**src/rtl/id_ex_stage.sv**
```systemverilog
`default_nettype none
// ============================================================================
//  Module      : id_ex_stage
//  Description : Decode / operand-select stage in front of the RV32I ALU.
//                Maps opcode/funct3/funct7[5] to a 4-bit ALU operation,
//                selects op1/op2, and registers the result behind a
//                two-entry skid buffer (main + skid) with one-cycle
//                latency, valid/ready handshakes on both sides and a
//                synchronous flush.
//  Revision    : 1.0 - initial release
// ============================================================================
module id_ex_stage #(
    parameter int XLEN = 32,
    parameter int RD_W = 5
) (
    input  logic            clk,
    input  logic            rst_n,
    input  logic            flush,
    input  logic            in_valid,
    output logic            in_ready,
    input  logic [6:0]      opcode,
    input  logic [2:0]      funct3,
    input  logic            funct7b5,
    input  logic [XLEN-1:0] rs1_data,
    input  logic [XLEN-1:0] rs2_data,
    input  logic [XLEN-1:0] imm,
    input  logic [XLEN-1:0] pc,
    input  logic [RD_W-1:0] rd,
    output logic            out_valid,
    input  logic            out_ready,
    output logic [XLEN-1:0] op1,
    output logic [XLEN-1:0] op2,
    output logic [3:0]      alu_op,
    output logic [XLEN-1:0] out_pc,
    output logic [RD_W-1:0] out_rd,
    output logic            illegal
);

    // ------------------------------------------------------------------
    // Opcode and ALU-operation encodings
    // ------------------------------------------------------------------
    localparam logic [6:0] c_OPC_OP     = 7'b0110011;
    localparam logic [6:0] c_OPC_OP_IMM = 7'b0010011;
    localparam logic [6:0] c_OPC_LUI    = 7'b0110111;
    localparam logic [6:0] c_OPC_AUIPC  = 7'b0010111;
    localparam logic [6:0] c_OPC_JAL    = 7'b1101111;
    localparam logic [6:0] c_OPC_JALR   = 7'b1100111;
    localparam logic [6:0] c_OPC_LOAD   = 7'b0000011;
    localparam logic [6:0] c_OPC_STORE  = 7'b0100011;
    localparam logic [6:0] c_OPC_BRANCH = 7'b1100011;

    localparam logic [3:0] c_ALU_ADD  = 4'd0;
    localparam logic [3:0] c_ALU_SUB  = 4'd1;
    localparam logic [3:0] c_ALU_AND  = 4'd2;
    localparam logic [3:0] c_ALU_OR   = 4'd3;
    localparam logic [3:0] c_ALU_XOR  = 4'd4;
    localparam logic [3:0] c_ALU_SLL  = 4'd5;
    localparam logic [3:0] c_ALU_SRL  = 4'd6;
    localparam logic [3:0] c_ALU_SRA  = 4'd7;
    localparam logic [3:0] c_ALU_SLT  = 4'd8;
    localparam logic [3:0] c_ALU_SLTU = 4'd9;

    // Link address offset for JAL/JALR (pc + 4)
    localparam logic [XLEN-1:0] c_LINK_OFS = XLEN'(4);

    // One pipeline entry as held in the main and skid registers
    typedef struct packed {
        logic            illegal;
        logic [3:0]      alu_op;
        logic [RD_W-1:0] rd;
        logic [XLEN-1:0] pc;
        logic [XLEN-1:0] op2;
        logic [XLEN-1:0] op1;
    } entry_t;

    // ------------------------------------------------------------------
    // Decode signals
    // ------------------------------------------------------------------
    logic [XLEN-1:0] w_op1;
    logic [XLEN-1:0] w_op2;
    logic [3:0]      w_alu_op;
    logic [3:0]      w_f3_alu;
    logic            w_illegal;
    logic            w_is_op;
    entry_t          w_entry;

    // Pipeline state
    entry_t          r_main;
    entry_t          r_skid;
    logic            r_out_valid;
    logic            r_skid_valid;

    // Handshake helpers
    logic            w_accept;
    logic            w_main_free;

    assign w_is_op = (opcode == c_OPC_OP);

    // funct3 -> ALU op for OP / OP-IMM; SUB only exists in the register form
    always_comb begin
        w_f3_alu = c_ALU_ADD;
        case (funct3)
            3'b000: w_f3_alu = (w_is_op && funct7b5) ? c_ALU_SUB : c_ALU_ADD;
            3'b001: w_f3_alu = c_ALU_SLL;
            3'b010: w_f3_alu = c_ALU_SLT;
            3'b011: w_f3_alu = c_ALU_SLTU;
            3'b100: w_f3_alu = c_ALU_XOR;
            3'b101: w_f3_alu = funct7b5 ? c_ALU_SRA : c_ALU_SRL;
            3'b110: w_f3_alu = c_ALU_OR;
            3'b111: w_f3_alu = c_ALU_AND;
            default: w_f3_alu = c_ALU_ADD;
        endcase
    end

    // Operand selection and ALU-op decode per opcode class
    always_comb begin
        w_op1     = '0;
        w_op2     = '0;
        w_alu_op  = c_ALU_ADD;
        w_illegal = 1'b0;
        case (opcode)
            c_OPC_OP: begin
                w_op1    = rs1_data;
                w_op2    = rs2_data;
                w_alu_op = w_f3_alu;
            end
            c_OPC_OP_IMM: begin
                w_op1    = rs1_data;
                w_op2    = imm;
                w_alu_op = w_f3_alu;
            end
            c_OPC_LUI: begin
                w_op2 = imm;
            end
            c_OPC_AUIPC: begin
                w_op1 = pc;
                w_op2 = imm;
            end
            c_OPC_JAL, c_OPC_JALR: begin
                w_op1 = pc;
                w_op2 = c_LINK_OFS;
            end
            c_OPC_LOAD, c_OPC_STORE: begin
                w_op1 = rs1_data;
                w_op2 = imm;
            end
            c_OPC_BRANCH: begin
                w_op1 = rs1_data;
                w_op2 = rs2_data;
                case (funct3[2:1])
                    2'b00: w_alu_op = c_ALU_SUB;
                    2'b10: w_alu_op = c_ALU_SLT;
                    2'b11: w_alu_op = c_ALU_SLTU;
                    default: begin
                        w_alu_op  = c_ALU_ADD;
                        w_illegal = 1'b1;
                    end
                endcase
            end
            default: begin
                // Unknown opcode: zero operands, still passed down the pipe
                w_illegal = 1'b1;
            end
        endcase
    end

    // Pack the decoded instruction into an entry
    always_comb begin
        w_entry         = '0;
        w_entry.illegal = w_illegal;
        w_entry.alu_op  = w_alu_op;
        w_entry.rd      = rd;
        w_entry.pc      = pc;
        w_entry.op2     = w_op2;
        w_entry.op1     = w_op1;
    end

    // ------------------------------------------------------------------
    // Handshake
    // ------------------------------------------------------------------
    // in_ready comes straight from the skid flag so out_ready never has a
    // combinational path back upstream.
    assign in_ready    = ~r_skid_valid;
    assign w_accept    = in_valid & ~r_skid_valid;
    assign w_main_free = ~r_out_valid | out_ready;

    // Main/skid register update: refill main from skid first, else from input
    always_ff @(posedge clk or negedge rst_n) begin
        if (!rst_n) begin
            r_out_valid  <= 1'b0;
            r_skid_valid <= 1'b0;
            r_main       <= '0;
            r_skid       <= '0;
        end else if (flush) begin
            // Flush wins over any accept or skid->main move
            r_out_valid  <= 1'b0;
            r_skid_valid <= 1'b0;
        end else if (w_main_free) begin
            if (r_skid_valid) begin
                r_main       <= r_skid;
                r_out_valid  <= 1'b1;
                r_skid_valid <= 1'b0;
            end else if (w_accept) begin
                r_main      <= w_entry;
                r_out_valid <= 1'b1;
            end else begin
                r_out_valid <= 1'b0;
            end
        end else if (w_accept) begin
            // Main is stalled: park the incoming entry in the skid slot
            r_skid       <= w_entry;
            r_skid_valid <= 1'b1;
        end
    end

    // ------------------------------------------------------------------
    // Outputs
    // ------------------------------------------------------------------
    assign out_valid = r_out_valid;
    assign op1       = r_main.op1;
    assign op2       = r_main.op2;
    assign alu_op    = r_main.alu_op;
    assign out_pc    = r_main.pc;
    assign out_rd    = r_main.rd;
    assign illegal   = r_main.illegal;

endmodule
`default_nettype wire

```
**config.mk**
```make
export PLATFORM = sky130hd
export DESIGN_NAME = id_ex_stage
export DESIGN_NICKNAME = d
export VERILOG_FILES = /design/src/rtl/id_ex_stage.sv
export SDC_FILE = /design/constraint.sdc
export NUM_CORES = 1
export LEC_CHECK = 0
export BUFFER_PORTS_ARGS = -buffer_cell sky130_fd_sc_hd__buf_2
export CAP_MARGIN = 20
export CORE_MARGIN = 5
export CORE_UTILIZATION = 40
export DETAILED_ROUTE_END_ITERATION = 16
export GPL_TIMING_DRIVEN = 1
export PLACE_DENSITY = 0.66
export SLEW_MARGIN = 25
export SYNTH_ARGS = -nofsm -noshare
export SYNTH_HDL_FRONTEND = slang
export SYNTH_SLANG_ARGS = --single-unit
```
**constraint.sdc**
```tcl
create_clock -name clk -period 2.5 [get_ports clk]
set_input_delay 0 -clock clk [delete_from_list [all_inputs] [get_ports clk]]
set_output_delay 0 -clock clk [all_outputs]
set_load 0.02 [all_outputs]
```
==> impl_metrics.csv <==
group,metric,value,unit
outcome,run_status,"completed",
grt,grt_pass1_wl,43800,um
route,firstDrtPassIters,5,
die,core,0.0233,mm2
die,dieArea,0.0267,mm2
layout,fillers,2000,
cts,htreeDepth,1,
setup_path,critPathSlowestCell,"dlygate4sd3_1",
synth,synth_edf_count,0,
setup_path,critPathCapture,"r_skid[103]$_DFFE_PN0P_",
route,vias,8319,
setup_path,reg2reg_depth,5,
route,viasPerCell,5.16,
pwr,ir_drop,0.396,mV
synth,post-synth-top-count-cell,"dfrtp_1",
cts,cts_resized,0,
synth,synth.net_count,1053,
worst_hold_path,hp-class,"input pin to register",
route,drt-initial-drc-count,602,
setup_path,critPathRequiredTime,2.94,ns
die,die_h,163,um
run,cap_violations,0,
cts,numClockSinks,214,
synth,synth_ff_type,"dfrtp_1",
synth,netlist_top_cells_count,"dfrtp_1 (214), nand2_1 (111), o21ai_0 (103)",
synth,ys_async_sr_fraction,100,%
placement,place_congestion,0.765,
setup_path,worstReg2RegStart,"r_skid_valid$_DFFE_PN0P_",
setup_path,ff2ff_setup_slack,0.34,ns
layout,drive_above_1_share,28.1,%
grt,grt_overflow_total,0,
layout,final_area,0.0133,mm2
pwr,leakagePower,6.31,nW
setup_path,cp.arrival,2.60,ns
synth,yosysTopAreaCell,"dfrtp_1",
cts,cts_buffers,24,
route,wl_per_cell,17.0,um
sta,min_period,2.16,ns
synth,synth_area_per_cell,10.4,um2
setup_path,max_stage_delay,0.59,ns
pwr,powerDensity,655,mW/mm2
grt,grt_max_degree,84,
layout,antenna_cells,0,
synth,yosysUniqueCellTypes,42,
sta,setup_violations,0,
grt,antenna_found_initial,1,
route,wirelength,27300,um
route,antenna_left,0,
die,start_util,40.3,%
placement,port_buffers,256,
synth,synth.yosys.seq_area_share,57.0,%
die,die_x,163,um
layout,area_growth,41.9,%
route,drc,0,
setup_path,cp_max_fo,83,
setup_path,worst_setup_path_start_kind,"register",
placement,dp_hpwl,16900,um
cts,cts-root-buf,"clkbuf_16",
synth,synthTopCellsByArea,"dfrtp_1 (57%), o21ai_0 (5.5%), a22oi_1 (5.0%)",
setup_path,regToRegEndpoint,"r_skid[103]$_DFFE_PN0P_",
sta,timing.fmax,464,MHz
placement,placed_cell_area,0.0111,mm2
synth,synth_top_area_share,57.0,%
setup_path,path_class,"register to register",
sta,rsz0062_at_grt,"no",
layout,postLayoutCoreUtil,57.1,%
synth,ys_warn_count,0,
sta,worst_slew_pin_slew,0.739,ns
cts,clock_latency,0.52,ns
cts,clk_pin_slew_worst_paths,0.06,ns
sta,fin_crit_sh,86.2,%
sta,finalClockSkew,0.0142,ns
synth,synth_seq_cells,214,
cts,clockBufferDepth,3,
cts,cts_tree,"yes",
synth,syn-instance-count,901,
sta,slew_headroom,50.7,%
setup_path,path_cells,"nor2_1 -> nand3_4 -> buf_12 -> o41ai_1 -> dlygate4sd3_1",
synth,synthesis.area,0.00939,mm2
die,rows,56,
sta,maxSlewViolCount,0,
setup_path,startpoint,"r_skid_valid$_DFFE_PN0P_",
die,ioPinCount,257,
sta,tns,0,ns
grt,grt_usage,20.1,%
setup_path,crit_path_end_kind,"register",
sta,final-hold-violation-count,0,
cts,post_cts_buffers,0,
layout,layout.nets,1429,
grt,grt_pass1_vias,8441,
==> per-stage QoR <==
step	setup WS [ns]	power, mW	hold WS (ns)	instances
2_1_floorplan	0.783	4.59	-0.296	901
3_3_place_gp	0.710	5.08	0.0509	1422
6_report	0.345	8.74	0.0530	1612
5_1_grt	0.265	9.16	0.0870	1612
4_1_cts	0.401	8.84	0.0297	1612
3_5_place_dp	0.674	5.12	0.0544	1422
==> worst min-delay path by stage <==
stage               from                       to  cells past startpoint  slack (ns)
3_5_place_dp       rst_n   r_skid[66]$_DFFE_PN0P_                      1        0.05
3_3_place_gp       rst_n   r_skid[66]$_DFFE_PN0P_                      1        0.05
2_1_floorplan      rst_n    alu_op[0]$_DFFE_PN0P_                      0       -0.30
5_1_grt         funct7b5    alu_op[0]$_DFFE_PN0P_                      5        0.09
6_report       opcode[0]  r_skid[105]$_DFFE_PN0P_                      4        0.05
4_1_cts        opcode[0]  r_skid[105]$_DFFE_PN0P_                      4        0.03
==> critical path, delay by kind of cell (launching register included) <==
| family | cells | cell delay [ns] |
|---|---|---|
| buf+inv | 2 | 0.85 |
| flops | 1 | 0.50 |
| simple gates | 2 | 0.40 |
| compound gates | 1 | 0.28 |
==> cell usage in the layout (no fill, tap or decap), drive strengths merged, types with 2 or more instances in the layout <==
| cell type | synthesis | routed |
|---|---|---|
| a21oi | 75 | 75 |
| a22oi | 63 | 63 |
| and3 | 66 | 66 |
| buf | 43 | 276 |
| bufinv | 0 | 2 |
| clkbuf | 31 | 32 |
| clkinv | 0 | 6 |
| dfrtp | 214 | 214 |
| dlygate4sd3 | 0 | 148 |
| ha | 3 | 3 |
| inv | 5 | 6 |
| mux2 | 38 | 38 |
| mux2i | 37 | 37 |
| nand2 | 112 | 112 |
| nand3 | 6 | 6 |
| nor2 | 7 | 7 |
| nor2b | 3 | 3 |
| nor3 | 4 | 4 |
| o21ai | 176 | 176 |
| or3 | 2 | 2 |
==> power by group <==
group | internal (mW) | total, mW | switching, mW
combinational | 0.588 | 1.27 | 0.683
clock | 2.09 | 3.50 | 1.41
sequential | 3.79 | 3.96 | 0.167
==> kinds of logic (layout without fill, tap and decap cells) <==
logic type / after synthesis / after routing / share of synthesized area [%]
xor gates and xnor gates: 1 / 1 / 0.0933
AOI/OAI and AO/OA: 323 / 323 / 19.3
and+or+nand+nor: 206 / 206 / 10.7
muxes: 75 / 75 / 8.50
buffers and inverters: 79 / 471 / 3.97
adders and majority gates: 3 / 3 / 0.400
DFF: 214 / 214 / 57.0
==> layout make-up <==
| type | instances | area, um2 | share of cell area, % |
|---|---|---|---|
| inverters | 5 | 18.8 | 0.141 |
| well taps | 319 | 399 | 2.99 |
| multi-input cells | 608 | 3710 | 27.8 |
| clock buffers | 32 | 671 | 5.03 |
| repair buffers | 424 | 3060 | 23.0 |
| clock inverters | 10 | 118 | 0.882 |
| flip-flops and latches | 214 | 5360 | 40.2 |
==> registers in the layout (all words and copies together), names as in the netlist <==
register and flops:
r_skid 106, op1 32, op2 32, out_pc 32, out_rd 5, alu_op 4, illegal 1, out_valid 1
r_skid_valid 1
==> routing by layer <==
metal	GRT usage, %	share of wire (%)	vias to the layer above
met2	34.6	49	258
met5	0	0.048	-
li1	-	-	4002
met3	4.24	6.7	45
met4	4.19	1.9	2
met1	26.3	43	4012
==> repair_timing <==
item | CTS | global route
setup endpoints to repair | 0 | 0
hold endpoints to repair | 283 | 0
hold buffers | 148 | 0
Note: power is estimated with default switching activity, not from simulation.
